## src/rtl/uart_pkg.sv

```systemverilog
// uart_pkg: shared register addresses, IIR codes, LSR/LCR bit indices and the
// rx/tx frame state type for the uart_wb_modport UART.
package uart_pkg;

  // Register indices (wb_adr_i[2:0])
  localparam logic [2:0] AddrRbr = 3'd0;  // RBR/THR, DLL when DLAB=1
  localparam logic [2:0] AddrIer = 3'd1;  // IER, DLM when DLAB=1
  localparam logic [2:0] AddrIir = 3'd2;  // IIR read / FCR write
  localparam logic [2:0] AddrLcr = 3'd3;
  localparam logic [2:0] AddrMcr = 3'd4;
  localparam logic [2:0] AddrLsr = 3'd5;
  localparam logic [2:0] AddrMsr = 3'd6;
  localparam logic [2:0] AddrScr = 3'd7;

  // IIR[3:0] interrupt identification codes
  localparam logic [3:0] IirRls   = 4'h6;
  localparam logic [3:0] IirRda   = 4'h4;
  localparam logic [3:0] IirThre  = 4'h2;
  localparam logic [3:0] IirModem = 4'h0;
  localparam logic [3:0] IirNone  = 4'h1;

  // LSR bit indices
  localparam int unsigned LsrDr   = 0;
  localparam int unsigned LsrOe   = 1;
  localparam int unsigned LsrPe   = 2;
  localparam int unsigned LsrFe   = 3;
  localparam int unsigned LsrBi   = 4;
  localparam int unsigned LsrThre = 5;
  localparam int unsigned LsrTemt = 6;

  // LCR bit indices
  localparam int unsigned LcrStb   = 2;
  localparam int unsigned LcrPen   = 3;
  localparam int unsigned LcrEps   = 4;
  localparam int unsigned LcrStick = 5;
  localparam int unsigned LcrBreak = 6;
  localparam int unsigned LcrDlab  = 7;

  typedef enum logic [2:0] {
    StIdle,
    StStart,
    StData,
    StParity,
    StStop
  } uart_state_e;

  // Parity bit for the active word length in lcr[1:0]: odd, even or sticky.
  function automatic logic calc_parity(input logic [7:0] data, input logic [7:0] lcr);
    logic [7:0] mask;
    logic       par;
    mask = 8'hFF >> (2'd3 - lcr[1:0]);
    if (lcr[LcrStick]) begin
      par = ~lcr[LcrEps];
    end else if (lcr[LcrEps]) begin
      par = ^(data & mask);
    end else begin
      par = ~(^(data & mask));
    end
    return par;
  endfunction

endpackage

```

## src/rtl/uart_baud_gen.sv

```systemverilog
// uart_baud_gen: divisor counter producing a one-clock 16x baud tick every
// divisor_i clocks; a zero divisor stops the ticks, reload_i restarts the count.
module uart_baud_gen (
  input  logic        clk_i,
  input  logic        rst_i,
  input  logic [15:0] divisor_i,
  input  logic        reload_i,
  output logic        tick_o
);

  logic [15:0] cnt_q, cnt_d;
  logic        tick_q, tick_d;

  // Next count and tick; >= keeps the counter sane if the divisor shrinks.
  always_comb begin
    cnt_d  = cnt_q;
    tick_d = 1'b0;
    if (reload_i || (divisor_i == 16'd0)) begin
      cnt_d = '0;
    end else if (cnt_q >= (divisor_i - 16'd1)) begin
      cnt_d  = '0;
      tick_d = 1'b1;
    end else begin
      cnt_d = cnt_q + 16'd1;
    end
  end

  // Counter and tick registers.
  always_ff @(posedge clk_i) begin
    if (rst_i) begin
      cnt_q  <= '0;
      tick_q <= 1'b0;
    end else begin
      cnt_q  <= cnt_d;
      tick_q <= tick_d;
    end
  end

  assign tick_o = tick_q;

endmodule

```

## src/rtl/uart_wb_modport.sv

```systemverilog
// uart_wb_modport: 16450-mode UART core behind a Wishbone classic slave port.
// Build macro UART_LOOPBACK_EN enables the MCR[4] internal loopback path.
module uart_wb_modport
  import uart_pkg::*;
#(
  parameter int unsigned ADDR_WIDTH = 3,
  parameter int unsigned DATA_WIDTH = 8
) (
  input  logic                  clk,
  input  logic                  rst,
  input  logic [ADDR_WIDTH-1:0] wb_adr_i,
  input  logic [DATA_WIDTH-1:0] wb_dat_i,
  output logic [DATA_WIDTH-1:0] wb_dat_o,
  input  logic                  wb_we_i,
  input  logic                  wb_stb_i,
  input  logic                  wb_cyc_i,
  input  logic [3:0]            wb_sel_i,
  output logic                  wb_ack_o,
  output logic                  int_o,
  input  logic                  srx_pad_i,
  output logic                  stx_pad_o,
  output logic                  rts_pad_o,
  output logic                  dtr_pad_o,
  input  logic                  cts_pad_i,
  input  logic                  dsr_pad_i,
  input  logic                  ri_pad_i,
  input  logic                  dcd_pad_i,
  output logic                  baud_o
);

  // Register file and status state
  logic       ack_q, int_q;
  logic [3:0] ier_q;
  logic [7:0] lcr_q, scr_q, dll_q, dlm_q, thr_q, rbr_q;
  logic [4:0] mcr_q;
  logic       thre_q, thre_d, thre_pend_q, thre_pend_d;
  logic       dr_q, oe_q, pe_q, fe_q, bi_q;
  logic [3:0] msr_hi_q, msr_hi_cur, msr_delta_q, msr_delta_set;
  logic [3:0] iir_code;
  logic [7:0] lsr, rdata;

  // Access decode
  logic [2:0] addr;
  logic [7:0] wdata;
  logic       wr, rd, dlab, loop;
  logic       thr_wr, dl_wr, rbr_rd, iir_rd, lsr_rd, msr_rd;
  logic       unused_bits;

  // TX state
  uart_state_e tx_st_q, tx_st_d;
  logic [3:0]  tx_cnt_q, tx_cnt_d;
  logic [2:0]  tx_bit_q, tx_bit_d;
  logic [7:0]  tx_sh_q, tx_sh_d;
  logic        tx_par_q, tx_par_d, tx_out_q, tx_out_d, tx_load;

  // RX state
  uart_state_e rx_st_q, rx_st_d;
  logic [3:0]  rx_cnt_q, rx_cnt_d;
  logic [2:0]  rx_bit_q, rx_bit_d;
  logic [7:0]  rx_sh_q, rx_sh_d;
  logic        rx_par_q, rx_par_d;
  logic        rx_s1_q, rx_s2_q, rx_prev_q, rx_in;
  logic        rx_done, rx_pe, rx_fe, rx_bi;

  logic [2:0]  last_bit;

  assign addr        = wb_adr_i[2:0];
  assign wdata       = wb_dat_i[7:0];
  assign unused_bits = ^{wb_sel_i, wb_adr_i, wb_dat_i};
  assign dlab        = lcr_q[LcrDlab];
  assign last_bit    = {1'b0, lcr_q[1:0]} + 3'd4;

  // Side effects happen on the ack cycle only.
  assign wr     = ack_q & wb_cyc_i & wb_stb_i & wb_we_i;
  assign rd     = ack_q & wb_cyc_i & wb_stb_i & ~wb_we_i;
  assign thr_wr = wr & (addr == AddrRbr) & ~dlab;
  assign dl_wr  = wr & dlab & ((addr == AddrRbr) | (addr == AddrIer));
  assign rbr_rd = rd & (addr == AddrRbr) & ~dlab;
  assign iir_rd = rd & (addr == AddrIir);
  assign lsr_rd = rd & (addr == AddrLsr);
  assign msr_rd = rd & (addr == AddrMsr);

`ifdef UART_LOOPBACK_EN
  assign loop       = mcr_q[4];
  assign msr_hi_cur = loop ? {mcr_q[3], mcr_q[2], mcr_q[0], mcr_q[1]}
                           : ~{dcd_pad_i, ri_pad_i, dsr_pad_i, cts_pad_i};
`else
  assign loop       = 1'b0;
  assign msr_hi_cur = ~{dcd_pad_i, ri_pad_i, dsr_pad_i, cts_pad_i};
`endif

  uart_baud_gen u_baud_gen (
    .clk_i     (clk),
    .rst_i     (rst),
    .divisor_i ({dlm_q, dll_q}),
    .reload_i  (dl_wr),
    .tick_o    (baud_o)
  );

  // Wishbone ack and host-written configuration registers.
  always_ff @(posedge clk) begin
    if (rst) begin
      ack_q <= 1'b0;
      ier_q <= '0;
      lcr_q <= 8'h03;
      mcr_q <= '0;
      scr_q <= '0;
      dll_q <= '0;
      dlm_q <= '0;
      thr_q <= '0;
    end else begin
      ack_q <= wb_cyc_i & wb_stb_i & ~ack_q;
      if (thr_wr) thr_q <= wdata;
      if (wr) begin
        case (addr)
          AddrRbr: if (dlab) dll_q <= wdata;
          AddrIer: begin
            if (dlab) dlm_q <= wdata;
            else      ier_q <= wdata[3:0];
          end
          AddrLcr: lcr_q <= wdata;
          AddrMcr: mcr_q <= wdata[4:0];
          AddrScr: scr_q <= wdata;
          default: ;
        endcase
      end
    end
  end

  // THRE and the THRE-interrupt pending flag; a new load beats a clear.
  always_comb begin
    thre_d = thre_q;
    if (tx_load) thre_d = 1'b1;
    if (thr_wr)  thre_d = 1'b0;
    thre_pend_d = thre_pend_q;
    if (thr_wr || (iir_rd && (iir_code == IirThre))) thre_pend_d = 1'b0;
    if (!thre_q && thre_d) thre_pend_d = 1'b1;
  end

  // Transmit frame sequencer: start, data LSB first, optional parity, stop(s).
  always_comb begin
    tx_st_d  = tx_st_q;
    tx_cnt_d = tx_cnt_q;
    tx_bit_d = tx_bit_q;
    tx_sh_d  = tx_sh_q;
    tx_par_d = tx_par_q;
    tx_out_d = tx_out_q;
    tx_load  = 1'b0;
    unique case (tx_st_q)
      StIdle: begin
        tx_out_d = 1'b1;
        if (!thre_q) begin
          tx_load  = 1'b1;
          tx_sh_d  = thr_q;
          tx_par_d = calc_parity(thr_q, lcr_q);
          tx_cnt_d = '0;
          tx_out_d = 1'b0;
          tx_st_d  = StStart;
        end
      end
      StStart: if (baud_o) begin
        tx_cnt_d = tx_cnt_q + 4'd1;
        if (tx_cnt_q == 4'd15) begin
          tx_st_d  = StData;
          tx_bit_d = '0;
          tx_out_d = tx_sh_q[0];
        end
      end
      StData: if (baud_o) begin
        tx_cnt_d = tx_cnt_q + 4'd1;
        if (tx_cnt_q == 4'd15) begin
          if (tx_bit_q == last_bit) begin
            if (lcr_q[LcrPen]) begin
              tx_st_d  = StParity;
              tx_out_d = tx_par_q;
            end else begin
              tx_st_d  = StStop;
              tx_bit_d = '0;
              tx_out_d = 1'b1;
            end
          end else begin
            tx_bit_d = tx_bit_q + 3'd1;
            tx_sh_d  = tx_sh_q >> 1;
            tx_out_d = tx_sh_q[1];
          end
        end
      end
      StParity: if (baud_o) begin
        tx_cnt_d = tx_cnt_q + 4'd1;
        if (tx_cnt_q == 4'd15) begin
          tx_st_d  = StStop;
          tx_bit_d = '0;
          tx_out_d = 1'b1;
        end
      end
      StStop: if (baud_o) begin
        tx_cnt_d = tx_cnt_q + 4'd1;
        if (tx_cnt_q == 4'd15) begin
          // tx_bit_q counts stop bits here
          if (lcr_q[LcrStb] && (tx_bit_q == 3'd0)) begin
            tx_bit_d = 3'd1;
          end else begin
            tx_st_d  = StIdle;
            tx_out_d = 1'b1;
          end
        end
      end
      default: tx_st_d = StIdle;
    endcase
  end

  // Receive frame sequencer: each bit is sampled on its 8th tick.
  always_comb begin
    rx_in    = loop ? tx_out_q : rx_s2_q;
    rx_st_d  = rx_st_q;
    rx_cnt_d = rx_cnt_q;
    rx_bit_d = rx_bit_q;
    rx_sh_d  = rx_sh_q;
    rx_par_d = rx_par_q;
    rx_done  = 1'b0;
    rx_pe    = 1'b0;
    rx_fe    = 1'b0;
    rx_bi    = 1'b0;
    unique case (rx_st_q)
      StIdle: begin
        if (rx_prev_q && !rx_in) begin
          rx_st_d  = StStart;
          rx_cnt_d = '0;
          rx_sh_d  = '0;
        end
      end
      StStart: if (baud_o) begin
        rx_cnt_d = rx_cnt_q + 4'd1;
        if ((rx_cnt_q == 4'd7) && rx_in) rx_st_d = StIdle;  // glitch, not a start bit
        if (rx_cnt_q == 4'd15) begin
          rx_st_d  = StData;
          rx_bit_d = '0;
        end
      end
      StData: if (baud_o) begin
        rx_cnt_d = rx_cnt_q + 4'd1;
        if (rx_cnt_q == 4'd7) rx_sh_d[rx_bit_q] = rx_in;
        if (rx_cnt_q == 4'd15) begin
          if (rx_bit_q == last_bit) begin
            rx_st_d = lcr_q[LcrPen] ? StParity : StStop;
          end else begin
            rx_bit_d = rx_bit_q + 3'd1;
          end
        end
      end
      StParity: if (baud_o) begin
        rx_cnt_d = rx_cnt_q + 4'd1;
        if (rx_cnt_q == 4'd7)  rx_par_d = rx_in;
        if (rx_cnt_q == 4'd15) rx_st_d = StStop;
      end
      StStop: if (baud_o) begin
        rx_cnt_d = rx_cnt_q + 4'd1;
        if (rx_cnt_q == 4'd7) begin
          rx_done = 1'b1;
          rx_fe   = ~rx_in;
          rx_pe   = lcr_q[LcrPen] & (rx_par_q != calc_parity(rx_sh_q, lcr_q));
          rx_bi   = (rx_sh_q == 8'h00) & ~rx_in;
          rx_st_d = StIdle;
        end
      end
      default: rx_st_d = StIdle;
    endcase
  end

  // Frame state registers, RX synchronizer and THRE flags.
  always_ff @(posedge clk) begin
    if (rst) begin
      tx_st_q     <= StIdle;
      tx_cnt_q    <= '0;
      tx_bit_q    <= '0;
      tx_sh_q     <= '0;
      tx_par_q    <= 1'b0;
      tx_out_q    <= 1'b1;
      rx_st_q     <= StIdle;
      rx_cnt_q    <= '0;
      rx_bit_q    <= '0;
      rx_sh_q     <= '0;
      rx_par_q    <= 1'b0;
      rx_s1_q     <= 1'b1;
      rx_s2_q     <= 1'b1;
      rx_prev_q   <= 1'b1;
      thre_q      <= 1'b1;
      thre_pend_q <= 1'b0;
    end else begin
      tx_st_q     <= tx_st_d;
      tx_cnt_q    <= tx_cnt_d;
      tx_bit_q    <= tx_bit_d;
      tx_sh_q     <= tx_sh_d;
      tx_par_q    <= tx_par_d;
      tx_out_q    <= tx_out_d;
      rx_st_q     <= rx_st_d;
      rx_cnt_q    <= rx_cnt_d;
      rx_bit_q    <= rx_bit_d;
      rx_sh_q     <= rx_sh_d;
      rx_par_q    <= rx_par_d;
      rx_s1_q     <= srx_pad_i;
      rx_s2_q     <= rx_s1_q;
      rx_prev_q   <= rx_in;
      thre_q      <= thre_d;
      thre_pend_q <= thre_pend_d;
    end
  end

  // Line status: host reads clear, a new byte in the same cycle wins.
  always_ff @(posedge clk) begin
    if (rst) begin
      rbr_q <= '0;
      dr_q  <= 1'b0;
      oe_q  <= 1'b0;
      pe_q  <= 1'b0;
      fe_q  <= 1'b0;
      bi_q  <= 1'b0;
    end else begin
      if (rx_done) rbr_q <= rx_sh_q;
      if (rbr_rd) dr_q <= 1'b0;
      if (rx_done) dr_q <= 1'b1;
      if (lsr_rd) begin
        oe_q <= 1'b0;
        pe_q <= 1'b0;
        fe_q <= 1'b0;
        bi_q <= 1'b0;
      end
      if (rx_done && dr_q) oe_q <= 1'b1;
      if (rx_done && rx_pe) pe_q <= 1'b1;
      if (rx_done && rx_fe) fe_q <= 1'b1;
      if (rx_done && rx_bi) bi_q <= 1'b1;
    end
  end

  // Modem delta detection: DCTS/DDSR/DDCD on any change, TERI on RI trailing edge.
  assign msr_delta_set = {msr_hi_q[3] ^ msr_hi_cur[3],
                          msr_hi_q[2] & ~msr_hi_cur[2],
                          msr_hi_q[1] ^ msr_hi_cur[1],
                          msr_hi_q[0] ^ msr_hi_cur[0]};

  // Modem status registers; reset snapshots the pins so no stale deltas appear.
  always_ff @(posedge clk) begin
    if (rst) begin
      msr_hi_q    <= msr_hi_cur;
      msr_delta_q <= '0;
    end else begin
      msr_hi_q    <= msr_hi_cur;
      msr_delta_q <= (msr_rd ? 4'h0 : msr_delta_q) | msr_delta_set;
    end
  end

  assign lsr = {1'b0, thre_q & (tx_st_q == StIdle), thre_q, bi_q, fe_q, pe_q, oe_q, dr_q};

  // Interrupt priority encoder.
  always_comb begin
    iir_code = IirNone;
    if (ier_q[2] && (|lsr[LsrBi:LsrOe]))  iir_code = IirRls;
    else if (ier_q[0] && lsr[LsrDr])      iir_code = IirRda;
    else if (ier_q[1] && thre_pend_q)     iir_code = IirThre;
    else if (ier_q[3] && (|msr_delta_q))  iir_code = IirModem;
  end

  // Registered interrupt output.
  always_ff @(posedge clk) begin
    if (rst) int_q <= 1'b0;
    else     int_q <= ~iir_code[0];
  end

  // Read data mux, driven only during the ack cycle.
  always_comb begin
    rdata = 8'h00;
    case (addr)
      AddrRbr: rdata = dlab ? dll_q : rbr_q;
      AddrIer: rdata = dlab ? dlm_q : {4'h0, ier_q};
      AddrIir: rdata = {4'h0, iir_code};
      AddrLcr: rdata = lcr_q;
      AddrMcr: rdata = {3'b000, mcr_q};
      AddrLsr: rdata = lsr;
      AddrMsr: rdata = {msr_hi_q, msr_delta_q};
      AddrScr: rdata = scr_q;
      default: rdata = 8'h00;
    endcase
  end

  assign wb_dat_o  = ack_q ? DATA_WIDTH'(rdata) : '0;
  assign wb_ack_o  = ack_q;
  assign int_o     = int_q;
  assign stx_pad_o = loop ? 1'b1 : (lcr_q[LcrBreak] ? 1'b0 : tx_out_q);
  assign rts_pad_o = loop ? 1'b1 : ~mcr_q[1];
  assign dtr_pad_o = loop ? 1'b1 : ~mcr_q[0];

endmodule

```

## config.mk

```make
export PLATFORM = sky130hd
export DESIGN_NAME = uart_wb_modport
export DESIGN_NICKNAME = d
export VERILOG_FILES = /design/src/rtl/uart_pkg.sv /design/src/rtl/uart_baud_gen.sv /design/src/rtl/uart_wb_modport.sv
export SDC_FILE = /design/constraint.sdc
export NUM_CORES = 1
export LEC_CHECK = 0
export ABC_AREA = 1
export CORE_MARGIN = 2
export CORE_UTILIZATION = 45
export DETAILED_ROUTE_END_ITERATION = 16
export GPL_TIMING_DRIVEN = 0
export SLEW_MARGIN = 40
export SYNTH_ARGS = -nofsm -noshare
export SYNTH_HDL_FRONTEND = slang
export SYNTH_SLANG_ARGS = --single-unit
export TNS_END_PERCENT = 30
```

## constraint.sdc

```tcl
create_clock -name clk -period 5 [get_ports clk]
set_clock_uncertainty 0.2 [all_clocks]
set_input_delay 0.5 -clock clk [delete_from_list [all_inputs] [get_ports clk]]
set_output_delay 0.5 -clock clk [all_outputs]
set_load 0.1 [all_outputs]
```

==> impl_metrics.toml, run 1 <==
[floorplanning]
fp.dieW_um = 129
chipHeight_um = 129
fp.dieArea_mm2 = 0.0167
initial_core_util = 0.462
num_rows = 45
ioPinCount = 39
core_area_mm2 = 0.0153

[synth]
yosysSeqAreaShare = 0.378
syn_area_mm2 = 0.00705
ys.flop_type = "dfxtp_1"
syn_avg_cell_area_um2 = 6.99
yosys_register_bits = 133
synth_cells = 1008
syn-num-nets = 1058
yosysUniqueCellTypes = 44
async_flop_share = 0
yosysWarnings = 0
synth_edf_count = 0

[global_route]
grt.total_usage = 0.247
grt_pass1_wl_um = 31500
grt_pass1_vias = 6156
grt_overflow_total = 0
grt_max_degree = 17
antenna_found_initial = 0

[placement]
gp_congestion = 0.927
placed_cells = 1253
dpl_worst_slack_ns = 1.49
dp_hpwl_um = 14500
port_buffers = 34
dpl_cell_area_mm2 = 0.00758

[setup_path]
cp.required_ns = 5.12
r2r_start = "dll_q[0]$_SDFFE_PP0P_"
crit_buf_inv = 5
critical-path-top-delay-family = "simple AND/OR/NAND/NOR gates"
cpMostUsedCell = "nand3_1"
rrSetupSlack_ns = 1.55
cp_slowest_cell = "dfxtp_1"
r2r_cells = 20
crit_cells = 20
rr_endpoint = "u_baud_gen.cnt_q[15]$_SDFF_PP0_"
critPathKind = "flop to flop"
path_max_fanout = 10
crit_chain = "inv_1, ha_1, nand3_2, nor3_2, nand3_1, nor3_1, nand3_1, xor2_1, inv_1, ha_1, nand2_1, inv_1, nand3_1, nor3_1, nand3_1, nand3_1, nand2b_1, buf_6, buf_8, nor2_1"
crit_arrival_ns = 3.57
crit_path_end_kind = "flop"
start_kind = "flop"
critPathMaxStageDelay_ns = 0.31

[cts]
cts_buffers = 17
htreeDepth = 4
cts-resized-gates = 0
cts_root_buffer = "clkbuf_16"
clock_sinks = 133
clock_latency_ns = 0.43
path_clk_slew_ns = 0.06
postCtsHoldBufs = 0
cts_tree = "yes"
clockBufferDepth = 2
cts_setup_buffers = 0

[sta]
finalSetupViolCount = 0
rsz0062_at_grt = "false"
finalCriticalPeriod_ns = 3.45
worst_pin_slew_ns = 0.725
whs_ns = 0.210
max_freq_ghz = 0.290
fin_ws_ns = 1.55
relSlewSlack = 0.516
drv_slew = 0
setup_tns_ns = 0
period_share = 0.690
hold_violations = 0

[detailed_routing]
drtIter0Drc = 390
wl_um = 19400
drc = 0
via_count = 6682
met1Wirelength_um = 8960
dr.pass1.iters = 5
wire_per_inst_um = 15.1
maxUsedRoutingLayer = "met4"
viasPerCell = 5.20
met2_length_um = 8810
detail-route-antenna-nets = 0
dr_wl_met3_um = 1130

[final_layout]
final_cells = 1285
fill_cells = 1532
num_antenna_cells = 0
area_delta_synth_final_pct = 15.9
design_area_mm2 = 0.00816
drive_above_1_share = 0.0838
post-route-util = 0.535
nNetsFinal = 1111

[run]
maxCapViolCount = 0

[min_path]
min-delay-start = "rx_s1_q$_SDFF_PP1_"
whs_path_depth = 1
hold_path.class = "flop to flop"
whs_endpoint = "rx_in$_SDFF_PP1_"

[pwr]
peakVddDrop_mv = 0.246
powerDensity_mw_per_mm2 = 352
p_leak_nw = 3.45
total_power_mw = 2.87

[status]
status = "finished clean"
==> cell families (layout without fill, tap and decap cells) <==
logic type               count (synthesis)  in the layout  share of synthesized area
buffers and inverters                  163            229                     0.0931
XOR/XNOR                                37             37                     0.0460
AND/OR/NAND/NOR                        420            420                      0.259
adder cells (fa/ha/maj)                 25             25                     0.0444
AO/OA/AOI/OAI                          230            230                      0.180
flip-flops                             133            133                      0.378
==> area by class of cell <==
type | count | area [µm²] | area share
inverters | 135 | 507 | 0.0621
clock buffers | 17 | 425 | 0.0521
flip-flops and latches | 133 | 2660 | 0.326
well taps | 211 | 264 | 0.0323
repair buffers | 34 | 270 | 0.0331
multi-input cells | 712 | 3730 | 0.457
clock inverters | 15 | 159 | 0.0195
plain buffers | 28 | 149 | 0.0182
==> per-layer routing <==
layer | vias to the layer above | global-route usage
met1 | 3021 | 0.330
met4 | 0 | 0.0985
met3 | 34 | 0.0438
li1 | 3446 | -
met2 | 181 | 0.399
met5 | - | 0
==> layout by cell type (no fill, tap or decap), drive strengths merged, types with 9 or more instances in the layout <==
cell type and instances:
nor3 27, nand4 14, xor2 28, a211oi 9, nor2 145, nand3 51
inv 145, clkbuf 33, dfxtp 133, buf 26, a21oi 84, xnor2 9
ha 25, nand2 174, o21ai 99, clkdlybuf4s50 20
==> how the worst max path moves through the flow <==
stage / start / end / slack, ns
2_1_floorplan: wb_ack_o$_SDFF_PP0_ / wb_dat_o[7] / 1.52
6_report: dll_q[0]$_SDFFE_PP0P_ / u_baud_gen.cnt_q[15]$_SDFF_PP0_ / 1.55
4_1_cts: dll_q[0]$_SDFFE_PP0P_ / u_baud_gen.cnt_q[15]$_SDFF_PP0_ / 1.47
3_5_place_dp: dll_q[0]$_SDFFE_PP0P_ / u_baud_gen.cnt_q[6]$_SDFF_PP0_ / 1.49
5_1_grt: dll_q[0]$_SDFFE_PP0P_ / u_baud_gen.cnt_q[15]$_SDFF_PP0_ / 1.14
3_3_place_gp: wb_adr_i[2] / wb_dat_o[0] / 0.97
==> report_power, final <==
part / switching, mW / internal [mW]
Clock: 0.569 / 0.668
Combinational: 0.342 / 0.152
Sequential: 0.0353 / 1.11
==> synthesized netlist by cell type, types with 14 or more instances <==
cell	count	area share
nor3_1	22	0.016
dfxtp_1	133	0.38
nand4_1	14	0.012
clkbuf_1	15	0.0080
a21oi_1	84	0.060
o21ai_0	96	0.068
inv_1	126	0.067
ha_1	25	0.044
nand2_1	171	0.091
nor2_1	135	0.072
xor2_1	28	0.035
nand3_1	50	0.036
==> sequential cells by signal, summed over array words and instances (netlist names), 3 cells and up <==
register / cells
rx_cnt_q: 4
mcr_q: 5
tx_cnt_q: 4
rx_sh_q: 8
thr_q: 8
dlm_q: 8
msr_delta_q: 4
rx_st_q: 3
scr_q: 8
tx_sh_q: 8
msr_hi_q: 4
rbr_q: 8
tx_bit_q: 3
ier_q: 4
tx_st_q: 3
rx_bit_q: 3
lcr_q: 8
dll_q: 8
u_baud_gen.cnt_q: 16
(Power assumes the default switching activity.)
==> run 2: changes to the inputs <==
--- a/config.mk
+++ b/config.mk
@@ -10,6 +10,7 @@
 export CORE_UTILIZATION = 45
 export DETAILED_ROUTE_END_ITERATION = 16
 export GPL_TIMING_DRIVEN = 0
+export PLACE_DENSITY = 0.65
 export SLEW_MARGIN = 40
 export SYNTH_ARGS = -nofsm -noshare
 export SYNTH_HDL_FRONTEND = slang
==> constraint.sdc (replaced) <==
create_clock -name clk -period 3.15 [get_ports clk]
set_clock_uncertainty 0.2 [all_clocks]
set_input_delay 0.315 -clock clk [delete_from_list [all_inputs] [get_ports clk]]
set_output_delay 0.315 -clock clk [all_outputs]
set_load 0.1 [all_outputs]
==> impl_metrics.toml, run 2 (synthesis results as in run 1) <==
[cts]
clock_latency_ns = 0.43
cts_buffers = 17
clockBufferDepth = 2
postCtsHoldBufs = 0
cts_tree = "yes"
clock_sinks = 133
path_clk_slew_ns = 0.07
cts_root_buffer = "clkbuf_16"
htreeDepth = 4

[setup_path]
critPathKind = "flop to flop"
crit_buf_inv = 5
critical-path-top-delay-family = "simple AND/OR/NAND/NOR gates"
path_max_fanout = 5
critPathMaxStageDelay_ns = 0.33
cpMostUsedCell = "nand3_2"
cp_slowest_cell = "dfxtp_2"
crit_cells = 20
crit_chain = "inv_2, ha_4, nand3_4, nor3_4, nand3_2, nor3_4, nand3_2, xor2_1, inv_1, ha_1, nand2_1, inv_1, nand3_2, nor3_2, nand3_1, nand3_2, nand2b_4, buf_6, clkbuf_16, nor2_1"
cp.required_ns = 3.27
crit_path_end_kind = "flop"
start_kind = "flop"
r2r_cells = 20
crit_arrival_ns = 3.24

[pwr]
peakVddDrop_mv = 0.405
p_leak_nw = 3.55
p_int_mw = 3.04
p_clk_frac = 0.422
pwr-share-comb = 0.175
p_sw_mw = 1.45
swShare = 0.323
powerDensity_mw_per_mm2 = 537
pwr-share-seq = 0.403
total_power_mw = 4.49

[final_layout]
drive_above_1_share = 0.112
num_antenna_cells = 0
nNetsFinal = 1125
fill_cells = 1492
design_area_mm2 = 0.00837
final_common_cell = "nand2_1"
layout_common_cells = "nand2_1, dfxtp_1, nor2_1"
area_delta_synth_final_pct = 18.8
regMostFlops = "u_baud_gen.cnt_q"
largest_register_ffs = 16

[floorplanning]
ioPinCount = 39
fp.dieW_um = 129
core_area_mm2 = 0.0153
initial_core_util = 0.462
num_rows = 45
fp.dieArea_mm2 = 0.0167
chipHeight_um = 129

[sta]
relSlewSlack = 0.426
worst_pin_slew_ns = 0.855
drv_slew = 0
period_share = 0.990
max_freq_ghz = 0.321
rsz0062_at_grt = "true"
setup_tns_ns = 0
finalCriticalPeriod_ns = 3.12
finalSetupViolCount = 0
hold_violations = 0

[detailed_routing]
drtIter0Drc = 491
wire_per_inst_um = 14.9
drc = 0
viasPerCell = 5.22
dr.pass1.iters = 6
wl_um = 19300
via_count = 6784
detail-route-antenna-nets = 0

[global_route]
grt_pass1_wl_um = 30500
grt_overflow_total = 0
grt_max_degree = 17
grt_pass1_vias = 6199
grt.total_usage = 0.236
antenna_found_initial = 0

[placement]
gp_congestion = 0.968
dpl_cell_area_mm2 = 0.00759
port_buffers = 34
dp_hpwl_um = 14300

[min_path]
whs_path_depth = 2
hold_path.class = "input pin to flop"

[status]
status = "finished clean"

[run]
maxCapViolCount = 0
-- run 2: changes by cell type in the layout (fill, tap and decap cells not counted), moves of 3 or more --
cell and delta:
nor2_1 -4, nand3_2 +3, nor2_2 +3, buf_4 +12, nand3_1 -4, nor3_1 -3
-- run 2: worst paths after layout --
check	startpoint	to	slack [ns]
setup / recovery	dll_q[0]$_SDFFE_PP0P_	u_baud_gen.cnt_q[13]$_SDFF_PP0_	0.03
hold / removal	dcd_pad_i	msr_hi_q[3]$_DFF_P_	0.19
setup reg to reg	dll_q[0]$_SDFFE_PP0P_	u_baud_gen.cnt_q[13]$_SDFF_PP0_	0.03
hold reg to reg	rx_s1_q$_SDFF_PP1_	rx_in$_SDFF_PP1_	0.21
-- run 2: layout make-up --
cell class | count | area (µm²) | area share
timing repair buffer | 48 | 397 | 0.0474
sequential | 133 | 2660 | 0.318
clock buffer | 17 | 425 | 0.0508
buffer | 28 | 149 | 0.0178
inverter | 135 | 507 | 0.0606
clock inverter | 15 | 135 | 0.0162
multi-input combinational | 712 | 3830 | 0.457
tap | 211 | 264 | 0.0316
-- run 2: per-stage QoR --
step | worst slack [ns] | cells | util | hold WS, ns
detailed placement | -0.329 | 1253 | 0.497 | 0.197
global placement | -0.467 | 1253 | 0.502 | 0.193
floorplan | -0.0911 | 1008 | - | 0.172
finish | 0.0313 | 1299 | 0.548 | 0.194
global route | -0.212 | 1299 | 0.548 | 0.209
CTS | 0.0115 | 1286 | 0.536 | 0.187
-- run 2: repair_timing --
| action | in CTS | in global routing |
|---|---|---|
| pin swaps | 1 | 9 |
| cloned | 0 | 1 |
| gates resized for setup | 7 | 16 |
| endpoints found under the setup margin | 16 | 16 |
| buffers inserted | 1 | 12 |
-- run 2: power groups by stage --
stage	sequential, mW	combinational [mW]	clock [mW]
finish	1.81	0.786	1.89
global route	1.82	0.877	2.01
CTS	1.81	0.782	1.93
detailed placement	1.85	0.779	0
global placement	1.85	0.778	0
floorplan	1.84	0.585	0
-- run 2: layer usage --
layer	vias to the layer above	track usage	share of wire
li1	3469	-	-
met1	3096	0.308	0.46
met2	176	0.382	0.46
met3	43	0.0533	0.047
met4	0	0.0908	0.025
met5	-	0	0
